## config.mk

```make
export PLATFORM = sky130hd
export DESIGN_NAME = wb_port_arbiter
export DESIGN_NICKNAME = d
export VERILOG_FILES = /design/src/rtl/wb_port_arbiter.sv
export SDC_FILE = /design/constraint.sdc
export NUM_CORES = 1
export LEC_CHECK = 0
export CAP_MARGIN = 10
export CORE_UTILIZATION = 45
export CTS_CLUSTER_DIAMETER = 80
export DETAILED_ROUTE_END_ITERATION = 16
export PLACE_DENSITY_LB_ADDON = 0.15
export SLEW_MARGIN = 20
export SYNTH_ARGS = -nofsm -noshare
export SYNTH_HDL_FRONTEND = slang
export SYNTH_SLANG_ARGS = --single-unit
```

## constraint.sdc

```tcl
create_clock -name clk -period 2.9 [get_ports clk]
set_input_delay 0.435 -clock clk [delete_from_list [all_inputs] [get_ports clk]]
set_output_delay 0.435 -clock clk [all_outputs]
set_load 0.05 [all_outputs]
```

## src/rtl/wb_port_arbiter.sv

```systemverilog
// wb_port_arbiter: shares the register-file write port between the pipeline and a FIFO of LU results
module wb_port_arbiter #(
  parameter int DEPTH    = 4,
  parameter int MAX_WAIT = 8,
  parameter int CNT_W    = 3
) (
  input  logic             clk,
  input  logic             rst_n,
  input  logic             pipe_wb_en,
  input  logic [3:0]       pipe_wb_addr,
  input  logic [31:0]      pipe_wb_data,
  output logic             pipe_stall,
  input  logic             lu_valid,
  output logic             lu_ready,
  input  logic [3:0]       lu_addr,
  input  logic [31:0]      lu_data,
  output logic             wport_enable,
  output logic [3:0]       wport_addr,
  output logic [31:0]      wport_data,
  output logic [CNT_W-1:0] fifo_count
);
  localparam int PW = $clog2(DEPTH);
  localparam int WW = $clog2(MAX_WAIT);
  logic [DEPTH-1:0] ent_valid;
  logic [3:0]       ent_addr [DEPTH];
  logic [31:0]      ent_data [DEPTH];
  logic [PW-1:0]    rd_ptr, wr_ptr;
  logic [WW-1:0]    wait_cnt;
  logic             empty, push, pipe_grant, fifo_grant, head_write, wait_max;
  assign empty      = fifo_count == '0;
  assign lu_ready   = fifo_count != CNT_W'(DEPTH);
  assign push       = lu_valid & lu_ready;
  // a stall cycle belongs to the FIFO; the pipeline re-presents its write afterwards
  assign pipe_grant = pipe_wb_en & ~pipe_stall;
  assign fifo_grant = ~empty & (pipe_stall | ~pipe_wb_en);
  assign head_write = fifo_grant & ent_valid[rd_ptr];
  assign wait_max   = wait_cnt == WW'(MAX_WAIT - 1);
  always_ff @(posedge clk) begin
    if (!rst_n) begin
      ent_valid    <= '0;
      rd_ptr       <= '0;
      wr_ptr       <= '0;
      fifo_count   <= '0;
      wait_cnt     <= '0;
      pipe_stall   <= 1'b0;
      wport_enable <= 1'b0;
      wport_addr   <= '0;
      wport_data   <= '0;
    end else begin
      // younger pipeline write supersedes queued LU results to the same register
      for (int i = 0; i < DEPTH; i++)
        if (pipe_grant && ent_addr[i] == pipe_wb_addr) ent_valid[i] <= 1'b0;
      if (push) begin
        ent_valid[wr_ptr] <= 1'b1;
        ent_addr[wr_ptr]  <= lu_addr;
        ent_data[wr_ptr]  <= lu_data;
        wr_ptr            <= wr_ptr + PW'(1);
      end
      if (fifo_grant) rd_ptr <= rd_ptr + PW'(1);
      fifo_count   <= fifo_count + CNT_W'(push) - CNT_W'(fifo_grant);
      wait_cnt     <= (empty || fifo_grant) ? '0 : wait_max ? wait_cnt : wait_cnt + WW'(1);
      pipe_stall   <= ~empty & ~fifo_grant & wait_max;
      wport_enable <= pipe_grant | head_write;
      if (pipe_grant) begin
        wport_addr <= pipe_wb_addr;
        wport_data <= pipe_wb_data;
      end else if (head_write) begin
        wport_addr <= ent_addr[rd_ptr];
        wport_data <= ent_data[rd_ptr];
      end
    end
  end
endmodule

```

==> out/results.tsv <==
stage	metric	value	unit
run_status	status	finished clean	
clocking	clock_latency	0.43	ns
clocking	cts_resized	0	
synthesis	syn-cell-area	0.00770	mm2
worst_setup_path	end_kind	register	
floorplanning	boundaryPins	118	
grt	grt_pass1_vias	4710	
worst_setup_path	critPathLaunchType	register	
layout	nFillCells	1265	
detailed_routing	drt_iter0_drc	332	
timing	worst_pin_slew	0.534	ns
synthesis	synth_seq_cells	198	
synthesis	synthArstFlopShare	0	
placed_design	placed_cells	816	
timing	period_minus_slack	2.49	ns
timing	hold_viol_final	0	
layout	regArea	0.00541	mm2
synthesis	synth-edff-count	144	
synthesis	postSynthCellCount	496	
timing	tns	0	ns
placed_design	dp_hpwl	9930	um
placed_design	io_buffer_count	117	
layout	areaGrowthSynthToFinish	26.9	%
timing	finalCritPeriodShare	0.858	
floorplanning	die_h	133	um
timing	rsz0062_at_grt	false	
floorplanning	start_util	0.463	
floorplanning	coreArea	0.0166	mm2
synthesis	synth_nets	581	
synthesis	synth_cell_type_count	29	
grt	grt-ovfl-total	0	
layout	instances_no_fill	849	
pwr	p_leak	0.00330	uW
timing	setup_violations	0	
detailed_routing	vias	4454	
clocking	htree_num_levels	4	
synthesis	ys_warn_count	0	
clocking	cts_sinks	198	
min_path	worstHoldPathType	input pin to register	
placed_design	gp_congestion	0.668	
timing	slew_violations	0	
worst_setup_path	crit_arrival	2.81	ns
grt	gr-usage-all-layers	0.187	
detailed_routing	totalWireLength	15300	um
pwr	peakVddDrop	496	uV
detailed_routing	post_drt_wl_per_cell	18.0	um
clocking	cts_tree	built	
pwr	total_power	7750	uW
worst_setup_path	critPathMaxFanout	6	
synthesis	synth_top_cell_by_area	edfxtp_1	
layout	final_area	0.00976	mm2
floorplanning	die_area	0.0176	mm2
clocking	clockRootBuffer	clkbuf_16	
synthesis	synth-seq-area-share	0.702	
layout	multi_input_area	0.00212	mm2
worst_setup_path	critPathRequiredTime	3.22	ns
worst_setup_path	worst-setup-path-type	register to register	
detailed_routing	drcViolationCount	0	
clocking	clkTransAtPathRegs	0.07	ns
timing	fmax	402	MHz
layout	post-route-util	0.587	
timing	maxSlewHeadroom	0.644	
layout	finalNetCount	700	
grt	grt_pass1_wl	24600	um
clocking	ctsHoldBuffers	0	
clocking	numCtsBuffers	17	
clocking	cts_buffer_depth	2	
pwr	pwr_density_cell	794	mW/mm2
detailed_routing	drt_first_pass_iters	6	
synthesis	synth.avg_cell_area	15.5	um2
run	cap_violations	0	
floorplanning	die_width	133	um
grt	grt_max_degree	44	
layout	drive_gt1_frac	0.148	
grt	antenna_found_initial	1	
detailed_routing	ant_nets	0	
synthesis	netlist.area_leader.share	0.562	
timing	final.setup_skew	0.00829	ns
placed_design	placed_cell_area	0.00914	mm2
floorplanning	rows	47	
synthesis	synthFlopType	edfxtp_1	
detailed_routing	routed_via_density	5.25	
clocking	postCtsSetupBuffers	0	
synthesis	synth_area_leaders	edfxtp_1 56%, dfxtp_1 14%, mux4_2 11%, nand2_1 3.5%, a31oi_1 2.7%	
## power by group
part / switching, uW / internal (uW)
sequential: 127 / 3310
clock: 971 / 1460
combinational: 1060 / 832
total: 2150 / 5600
## cell type report
| class | count | share of cell area |
|---|---|---|
| flip-flops and latches | 198 | 0.554 |
| multi-input cells | 257 | 0.217 |
| repair buffers | 135 | 0.135 |
| clock buffers | 19 | 0.0454 |
| well taps | 220 | 0.0282 |
| clock inverters | 13 | 0.0182 |
| inverters | 6 | 0.00231 |
| diodes | 1 | 0.000256 |
## worst max-delay path: stages (launching register included)
cell	delay, ns
dfxtp_1	0.37
or3_1	0.48
and2_1	0.22
ha_1	0.29
inv_1	0.06
ha_1	0.12
inv_1	0.04
fa_1	0.38
xnor2_1	0.15
xnor2_1	0.12
and2_1	0.15
## routing by layer
layer  vias to the layer above  track usage  wire, um
met4                         0       0.0556       191
met2                        97        0.325      7950
met3                        14       0.0406       524
li1                       2106            -         -
met5                         -            0         0
met1                      2237        0.233      6640
## Yosys cell counts, drive strengths merged, types with 5 or more instances
library cell	number
and2	8
xnor2	16
clkbuf	24
o21ai	34
nor2	9
dfxtp	54
mux4	37
ha	8
edfxtp	144
xor2	6
a31oi	33
a21boi	5
nand2	72
inv	6
nand3	7
buf	11
## state kept, by name, summed over array words and instances, names as in the netlist, named ones only
register      count
ent_addr         16
ent_data        128
ent_valid         4
fifo_count        3
pipe_stall        1
rd_ptr            2
wait_cnt          3
wport_addr        4
wport_data       32
wport_enable      1
wr_ptr            2
## final timing paths
path | to | start | slack, ns | cells after the start
min | wport_data[20] | rst_n | 0.44 | 3
max reg2reg | fifo_count[2] | fifo_count[1] | 0.41 | 10
min reg2reg | ent_valid[0] | ent_valid[0] | 0.48 | 2
max | fifo_count[2] | fifo_count[1] | 0.41 | 10
## kinds of logic (layout without fill, tap and decap cells)
kind of cell	after synthesis	count (layout)	share of synthesized area
XOR/XNOR	22	22	0.0250
flip-flops	198	198	0.702
multiplexers	41	41	0.113
adder cells (fa/ha/maj)	9	9	0.0156
other	0	1	0
AO/OA/AOI/OAI	80	80	0.0618
AND/OR/NAND/NOR	105	105	0.0579
buffers and inverters	41	173	0.0241
## placed cells by master (no fill, tap or decap), types with 3 or more instances in the layout
| cell | synthesis | final |
|---|---|---|
| inv_1 | 6 | 6 |
| clkbuf_16 | 0 | 17 |
| clkinv_1 | 0 | 3 |
| dfxtp_1 | 54 | 52 |
| edfxtp_1 | 144 | 144 |
| nand3_1 | 7 | 7 |
| a21boi_0 | 5 | 5 |
| o31ai_1 | 4 | 4 |
| a31oi_1 | 33 | 33 |
| and3_2 | 0 | 4 |
| mux2i_1 | 4 | 4 |
| nor2_1 | 9 | 9 |
| xnor2_1 | 16 | 16 |
| bufinv_16 | 0 | 4 |
| o21ai_0 | 34 | 34 |
| mux4_2 | 37 | 37 |
| ha_1 | 8 | 8 |
| clkdlybuf4s50_1 | 0 | 116 |
| nand2_1 | 72 | 72 |
| xor2_1 | 6 | 6 |
| and2_1 | 8 | 8 |
| buf_4 | 3 | 17 |
## through the flow
step | setup slack (ns) | hold WS (ns)
after floorplan | 0.0527 | 0.449
after global placement | 0.294 | 0.480
after detailed placement | 0.269 | 0.484
after CTS | 0.392 | 0.419
after global routing | 0.281 | 0.438
final | 0.412 | 0.440
(Power assumes the default switching activity.)
